[src/rtl/rv32_lsu_pkg.sv]
// rtl/rv32_lsu_pkg.sv - shared types and constants for the RV32 memory-stage LSU
// Purpose : funct3 encodings, writeback-select and FSM state enums, and the
//           access legality check shared by the LSU datapath.
// Ports   : none (package).
package rv32_lsu_pkg;

   localparam logic [2:0] LB  = 3'b000;
   localparam logic [2:0] LH  = 3'b001;
   localparam logic [2:0] LW  = 3'b010;
   localparam logic [2:0] LBU = 3'b100;
   localparam logic [2:0] LHU = 3'b101;
   localparam logic [2:0] SB  = 3'b000;
   localparam logic [2:0] SH  = 3'b001;
   localparam logic [2:0] SW  = 3'b010;

   typedef enum logic [1:0] {
      WB_ALU  = 2'd0,
      WB_MEM  = 2'd1,
      WB_PC4  = 2'd2,
      WB_NONE = 2'd3
   } wb_sel_t;

   typedef enum logic {
      IDLE = 1'b0,
      BUSY = 1'b1
   } lsu_state_t;

   // True when funct3 is legal for the op type and the address is naturally
   // aligned for the access size. Unsigned sizes exist only for loads.
   function automatic logic access_ok(input logic       is_store,
                                      input logic [2:0] funct3,
                                      input logic [1:0] addr_lo);
      logic ok;
      case (funct3)
         LB:      ok = 1'b1;
         LH:      ok = ~addr_lo[0];
         LW:      ok = (addr_lo == 2'b00);
         LBU:     ok = ~is_store;
         LHU:     ok = ~is_store & ~addr_lo[0];
         default: ok = 1'b0;
      endcase
      return ok;
   endfunction

endpackage

[src/rtl/load_align.sv]
// rtl/load_align.sv - selects and extends the addressed lane of a load word
// Purpose : combinational byte/halfword lane pick with sign/zero extension.
// Ports   : i_rdata   - 32-bit word returned by data memory
//           i_addr_lo - byte offset of the access within the word
//           i_funct3  - RV32I load funct3 (size and signedness)
//           o_data    - aligned, extended load result
module load_align
   import rv32_lsu_pkg::*;
(
   input  logic [31:0] i_rdata,
   input  logic [1:0]  i_addr_lo,
   input  logic [2:0]  i_funct3,
   output logic [31:0] o_data
);

   logic [7:0]  w_byte;
   logic [15:0] w_half;

   always_comb begin
      w_byte = i_rdata[7:0];
      case (i_addr_lo)
         2'd0: w_byte = i_rdata[7:0];
         2'd1: w_byte = i_rdata[15:8];
         2'd2: w_byte = i_rdata[23:16];
         2'd3: w_byte = i_rdata[31:24];
         default: w_byte = i_rdata[7:0];
      endcase
      w_half = i_addr_lo[1] ? i_rdata[31:16] : i_rdata[15:0];

      case (i_funct3)
         LB:      o_data = {{24{w_byte[7]}}, w_byte};
         LH:      o_data = {{16{w_half[15]}}, w_half};
         LBU:     o_data = {24'd0, w_byte};
         LHU:     o_data = {16'd0, w_half};
         default: o_data = i_rdata;
      endcase
   end

endmodule

[src/rtl/memory_stage_lsu.sv]
// rtl/memory_stage_lsu.sv - RV32IM memory stage: load/store unit and writeback register
// Purpose : accepts execute-stage results, runs one data-memory access at a
//           time over a req/ack handshake, and registers the writeback value.
// Ports   : clk, rst             - clock, asynchronous active-high reset
//           valid_i ... wb_sel_i  - execute-stage result and control
//           stall_o               - upstream must not present a new instruction
//           wb_data_o/wb_valid_o  - registered writeback value and its pulse
//           fault_o               - misaligned access or illegal funct3 pulse
//           dmem_*                - data-memory request/response channel
module memory_stage_lsu
   import rv32_lsu_pkg::*;
#(
   parameter int DATA_WIDTH = 32,
   parameter int ADDR_WIDTH = 32
) (
   input  logic                  clk,
   input  logic                  rst,
   input  logic                  valid_i,
   input  logic [DATA_WIDTH-1:0] alu_res_i,
   input  logic [DATA_WIDTH-1:0] store_data_i,
   input  logic [DATA_WIDTH-1:0] next_sel_address_i,
   input  logic                  mem_read_i,
   input  logic                  mem_write_i,
   input  logic [2:0]            funct3_i,
   input  logic [1:0]            wb_sel_i,
   output logic                  stall_o,
   output logic [DATA_WIDTH-1:0] wb_data_o,
   output logic                  wb_valid_o,
   output logic                  fault_o,
   output logic                  dmem_req_o,
   output logic                  dmem_we_o,
   output logic [ADDR_WIDTH-1:0] dmem_addr_o,
   output logic [DATA_WIDTH-1:0] dmem_wdata_o,
   output logic [3:0]            dmem_wstrb_o,
   input  logic                  dmem_ack_i,
   input  logic [DATA_WIDTH-1:0] dmem_rdata_i
);

   lsu_state_t            r_state;
   lsu_state_t            w_next_state;
   logic                  r_is_store;
   logic [2:0]            r_funct3;
   logic [1:0]            r_lane;
   logic [ADDR_WIDTH-1:0] r_addr;
   logic [DATA_WIDTH-1:0] r_wdata;
   logic [3:0]            r_wstrb;
   logic [DATA_WIDTH-1:0] r_wb_data;
   logic                  r_wb_valid;
   logic                  r_fault;

   logic                  w_mem_op;
   logic                  w_ok;
   logic                  w_accept;
   logic                  w_fault;
   logic [3:0]            w_wstrb;
   logic [DATA_WIDTH-1:0] w_wdata;
   logic [DATA_WIDTH-1:0] w_load_data;

   // A store wins when both read and write are flagged.
   assign w_mem_op = mem_read_i | mem_write_i;
   assign w_ok     = access_ok(mem_write_i, funct3_i, alu_res_i[1:0]);

   always_comb begin
      w_next_state = r_state;
      w_accept     = 1'b0;
      w_fault      = 1'b0;
      case (r_state)
         IDLE: begin
            if (valid_i && w_mem_op) begin
               if (w_ok) begin
                  w_accept     = 1'b1;
                  w_next_state = BUSY;
               end else begin
                  w_fault = 1'b1;
               end
            end
         end
         BUSY: begin
            if (dmem_ack_i) begin
               w_next_state = IDLE;
            end
         end
         default: w_next_state = IDLE;
      endcase
   end

   // Lane placement is resolved at accept time so the request stays stable.
   always_comb begin
      w_wstrb = 4'b0000;
      w_wdata = '0;
      if (mem_write_i) begin
         case (funct3_i)
            SB: begin
               w_wstrb = 4'b0001 << alu_res_i[1:0];
               w_wdata = {4{store_data_i[7:0]}};
            end
            SH: begin
               w_wstrb = 4'b0011 << {alu_res_i[1], 1'b0};
               w_wdata = {2{store_data_i[15:0]}};
            end
            default: begin
               w_wstrb = 4'b1111;
               w_wdata = store_data_i;
            end
         endcase
      end
   end

   load_align u_load_align (
      .i_rdata   (dmem_rdata_i),
      .i_addr_lo (r_lane),
      .i_funct3  (r_funct3),
      .o_data    (w_load_data)
   );

   always_ff @(posedge clk or posedge rst) begin
      if (rst) begin
         r_state    <= IDLE;
         r_is_store <= 1'b0;
         r_funct3   <= 3'b000;
         r_lane     <= 2'b00;
         r_addr     <= '0;
         r_wdata    <= '0;
         r_wstrb    <= 4'b0000;
         r_wb_data  <= '0;
         r_wb_valid <= 1'b0;
         r_fault    <= 1'b0;
      end else begin
         r_state    <= w_next_state;
         r_wb_valid <= 1'b0;
         r_fault    <= w_fault;

         if (w_accept) begin
            r_is_store <= mem_write_i;
            r_funct3   <= funct3_i;
            r_lane     <= alu_res_i[1:0];
            r_addr     <= {alu_res_i[ADDR_WIDTH-1:2], 2'b00};
            r_wdata    <= w_wdata;
            r_wstrb    <= w_wstrb;
         end

         if (r_state == IDLE && valid_i && !w_mem_op) begin
            case (wb_sel_t'(wb_sel_i))
               WB_ALU: begin
                  r_wb_data  <= alu_res_i;
                  r_wb_valid <= 1'b1;
               end
               WB_PC4: begin
                  r_wb_data  <= next_sel_address_i;
                  r_wb_valid <= 1'b1;
               end
               default: r_wb_data <= '0;
            endcase
         end

         if (r_state == BUSY && dmem_ack_i && !r_is_store) begin
            r_wb_data  <= w_load_data;
            r_wb_valid <= 1'b1;
         end
      end
   end

   assign stall_o      = (r_state == BUSY) | w_accept;
   assign dmem_req_o   = (r_state == BUSY);
   assign dmem_we_o    = (r_state == BUSY) & r_is_store;
   assign dmem_addr_o  = r_addr;
   assign dmem_wdata_o = r_wdata;
   assign dmem_wstrb_o = r_wstrb;
   assign wb_data_o    = r_wb_data;
   assign wb_valid_o   = r_wb_valid;
   assign fault_o      = r_fault;

endmodule

[config.mk]
export PLATFORM = sky130hd
export DESIGN_NAME = memory_stage_lsu
export DESIGN_NICKNAME = d
export VERILOG_FILES = /design/src/rtl/rv32_lsu_pkg.sv /design/src/rtl/load_align.sv /design/src/rtl/memory_stage_lsu.sv
export SDC_FILE = /design/constraint.sdc
export NUM_CORES = 1
export LEC_CHECK = 0
export BUFFER_PORTS_ARGS = -buffer_cell sky130_fd_sc_hd__buf_4
export CAP_MARGIN = 20
export CORE_UTILIZATION = 52
export DETAILED_ROUTE_END_ITERATION = 10
export PLACE_DENSITY = 0.95
export SLEW_MARGIN = 20
export SYNTH_ARGS = -nofsm -noshare
export SYNTH_HDL_FRONTEND = slang
export SYNTH_SLANG_ARGS = --single-unit
[constraint.sdc]
create_clock -name clk -period 7.3 [get_ports clk]
set_input_delay 1.46 -clock clk [delete_from_list [all_inputs] [get_ports clk]]
set_output_delay 1.46 -clock clk [all_outputs]
set_load 0.005 [all_outputs]
==> metrics.md <==
| Metric | Value |
|---|---|
| Place WS | `3240 ps` |
| Fin nets | `911` |
| Top-area cell type share of the netlist area | `47.6%` |
| TritonRoute pass-1 iters | `5` |
| Crit-path cells | `buf_4 > a221oi_2 > or2_2 > a31o_2 > buf_4` |
| Min Hold Slack | `489 ps` |
| PortBufs | `241` |
| Post_cts resized | `0` |
| Worst setup SP type | `primary input` |
| Core Area | `0.0104 sq mm` |
| Fmax | `0.246 GHz` |
| Initial Util | `54.0%` |
| Initial antenna violation count | `0` |
| Worst path arrival time | `2610 ps` |
| Num ports | `244` |
| Ys async rst share | `100%` |
| Routed len/inst | `19.4 um` |
| Routed via count | `5446` |
| Buf/Inv on CP | `2` |
| Vias in the first global route | `5413` |
| Share of cells above drive strength 1 | `37.5%` |
| Cts-stage hold buffer count | `0` |
| Global-route wire length before repair | `27100 um` |
| Gate power share | `44.3%` |
| Highest-delay cell along the critical path | `or2_2` |
| Power per cell area | `338 mW/mm^2` |
| Clock Path Buffers | `2` |
| Number of setup buffers added after CTS | `0` |
| Hold Path Class | `flop to flop` |
| Clock slew at reported path FFs | `100 ps` |
| CTS Sinks | `107` |
| Most used DFF post-synth | `dfrtp_1` |
| Clock power share | `13.3%` |
| Final WL | `17700 um` |
| DR iter-0 viols | `387` |
| Die Span Y | `106 um` |
| P&R area growth vs syn | `35.6%` |
| CP required | `5840 ps` |
| Most frequent cells in the layout | `244 x buf_4, 107 x dfrtp_1, 85 x o21ai_0` |
| Setup TNS | `0 ps` |
| Total gr overflow | `0` |
| Critical path class | `primary input to output pin` |
| Netlist Area Pre-Place | `0.00562 sq mm` |
| Residual DRC count | `0` |
| Global Route Usage Sum | `31.4%` |
| Setup ws final | `3230 ps` |
| Largest net degree at the start of global routing | `109` |
| Drt via density | `5.96` |
| Setup Viol. Count Final | `0` |
| Yosys Warn Count | `0` |
| Pint | `1.62 mW` |
| Sw Share | `37.0%` |
| Post-route ant nets | `0` |
| Post-synth EDFFs | `0` |
| Total power | `2.57 mW` |
| Max incr delay on CP | `330 ps` |
| Flop pwr share | `42.4%` |
| Antenna Cells | `0` |
| Hold Fails Final Rpt | `0` |
| RSZ-0062 raised after global routing | `false` |
| Ranking of synthesized cells by area | `dfrtp_1 48%, o21ai_0 7.6%, mux2_1 7.2%` |
| Clock Tree Root | `clkbuf_8` |
| Placed inst area | `0.00744 sq mm` |
| Leak | `3.71 nW` |
| Clk_skew | `21.5 ps` |
| Delay-heaviest family, CP | `buffers and inverters` |
| Final cycle utilization of the critical path | `55.8%` |
| Number of synthesized register bits | `107` |
| Mapped Cells | `560` |
| Max Cap Viol | `0` |
| Status | `complete, no violations` |
| DP HPWL | `13400 um` |
| Worst Tran Pin Value | `996 ps` |
| Most used cell along the critical path | `buf_4` |
| CTS tree | `built` |
| Cell variety after synth | `41` |
| Finished Cell Area | `0.00762 sq mm` |
| H-tree levels | `3` |
| P_sw | `0.953 mW` |
| Slew margin rel. | `33.6%` |
| Worst VDD drop | `0.171 mV` |
| Setup crit end kind | `output pin` |
| Die Area | `0.0112 sq mm` |
| Register area share after synthesis | `47.6%` |
| Max Slew Vio Count | `0` |
| Placer Congestion | `0.879` |
| Die Wd | `106 um` |
| Worst-skew pair later-pin latency | `370 ps` |
| Syn Area/Cell | `10.0 sq um` |
| Synth area leader | `dfrtp_1` |
| Critical path peak fanout | `32` |
| Commonest non-fill, non-tap cell in the layout | `buf_4` |
| Rows | `37` |
| Cts bufs inserted | `9` |
| Tmin final | `4070 ps` |
==> final timing paths <==
check,slack (ps),end,depth (start not counted),startpoint
max,3230,stall_o,5,mem_write_i
min,490,dmem_wdata_o[25]$_DFFE_PP0P_,2,dmem_wdata_o[25]$_DFFE_PP0P_
max reg2reg,4990,wb_data_o[19]$_DFFE_PP0P_,4,dmem_req_o$_DFF_PP0_
min reg2reg,490,dmem_wdata_o[25]$_DFFE_PP0P_,2,dmem_wdata_o[25]$_DFFE_PP0P_
max in group asynchronous,4910,dmem_wdata_o[8]$_DFFE_PP0P_,3,rst
min in group asynchronous,1150,dmem_wdata_o[14]$_DFFE_PP0P_,2,rst
==> worst register-to-register path, cell delays in order (launching register included) <==
cell	delay [ps]
dfrtp_1	500
nor4b_4	530
nand2b_1	600
o21ai_0	440
a22o_1	190
==> per-layer routing <==
layer	GRT usage, %	up-vias	part of all wire [%]
li1	-	2433	-
met3	7.85	44	8.9
met5	0	-	0
met1	35.3	2636	36
met2	56.7	333	52
met4	12.6	0	3.1
==> state kept, by name (all words and copies together) (netlist names) <==
| register | count |
|---|---|
| dmem_wdata_o | 32 |
| wb_data_o | 32 |
| dmem_addr_o | 30 |
| dmem_wstrb_o | 4 |
| r_funct3 | 3 |
| r_lane | 2 |
| dmem_req_o | 1 |
| fault_o | 1 |
| r_is_store | 1 |
| wb_valid_o | 1 |
==> Yosys cell counts (2+ instances only) <==
library cell	n
nor3_1	9
mux2_2	18
and3_1	7
nand2_1	66
a22o_1	16
buf_2	11
clkbuf_1	29
and2_1	2
mux2i_1	40
o21ai_1	4
o221ai_1	7
mux2_1	36
nor2b_1	8
nor2_1	30
o31ai_1	17
o21ai_0	85
buf_4	4
nand2b_1	3
or2_2	3
a211oi_1	3
a21o_1	2
a21oi_1	33
inv_1	3
dfrtp_1	107
==> area by class of cell <==
| cell class | count | area, sq um |
|---|---|---|
| clock buffer | 10 | 128 |
| clock inverter | 6 | 47.5 |
| fill | 706 | 2800 |
| inverter | 3 | 13.8 |
| multi-input combinational | 406 | 2740 |
| sequential | 107 | 2680 |
| tap | 136 | 170 |
| timing repair buffer | 245 | 1840 |
==> power groups by stage <==
stage | Combinational, mW | Sequential [mW] | Clock, mW
after floorplan | 0.550 | 1.04 | 0
after global placement | 1.10 | 1.07 | 0
after detailed placement | 1.14 | 1.10 | 0
after CTS | 1.14 | 1.08 | 0.346
after global routing | 1.24 | 1.12 | 0.367
final | 1.14 | 1.09 | 0.343
==> per-stage QoR <==
stage / instances / util (%)
floorplan: 561 / -
global placement: 897 / 71.4
detailed placement: 897 / 71.4
CTS: 913 / 73.1
global route: 913 / 73.2
finish: 913 / 73.2
==> cell families (layout without fill, tap and decap cells) <==
logic type | after synthesis | count (layout) | synth area share [%]
mux | 96 | 96 | 18.7
simple gates | 135 | 135 | 11.2
flops | 107 | 107 | 47.6
buf+inv | 48 | 264 | 3.85
compound gates | 173 | 173 | 18.5
other cells | 1 | 2 | 0.0667
Note: power is estimated with default switching activity, not from simulation.
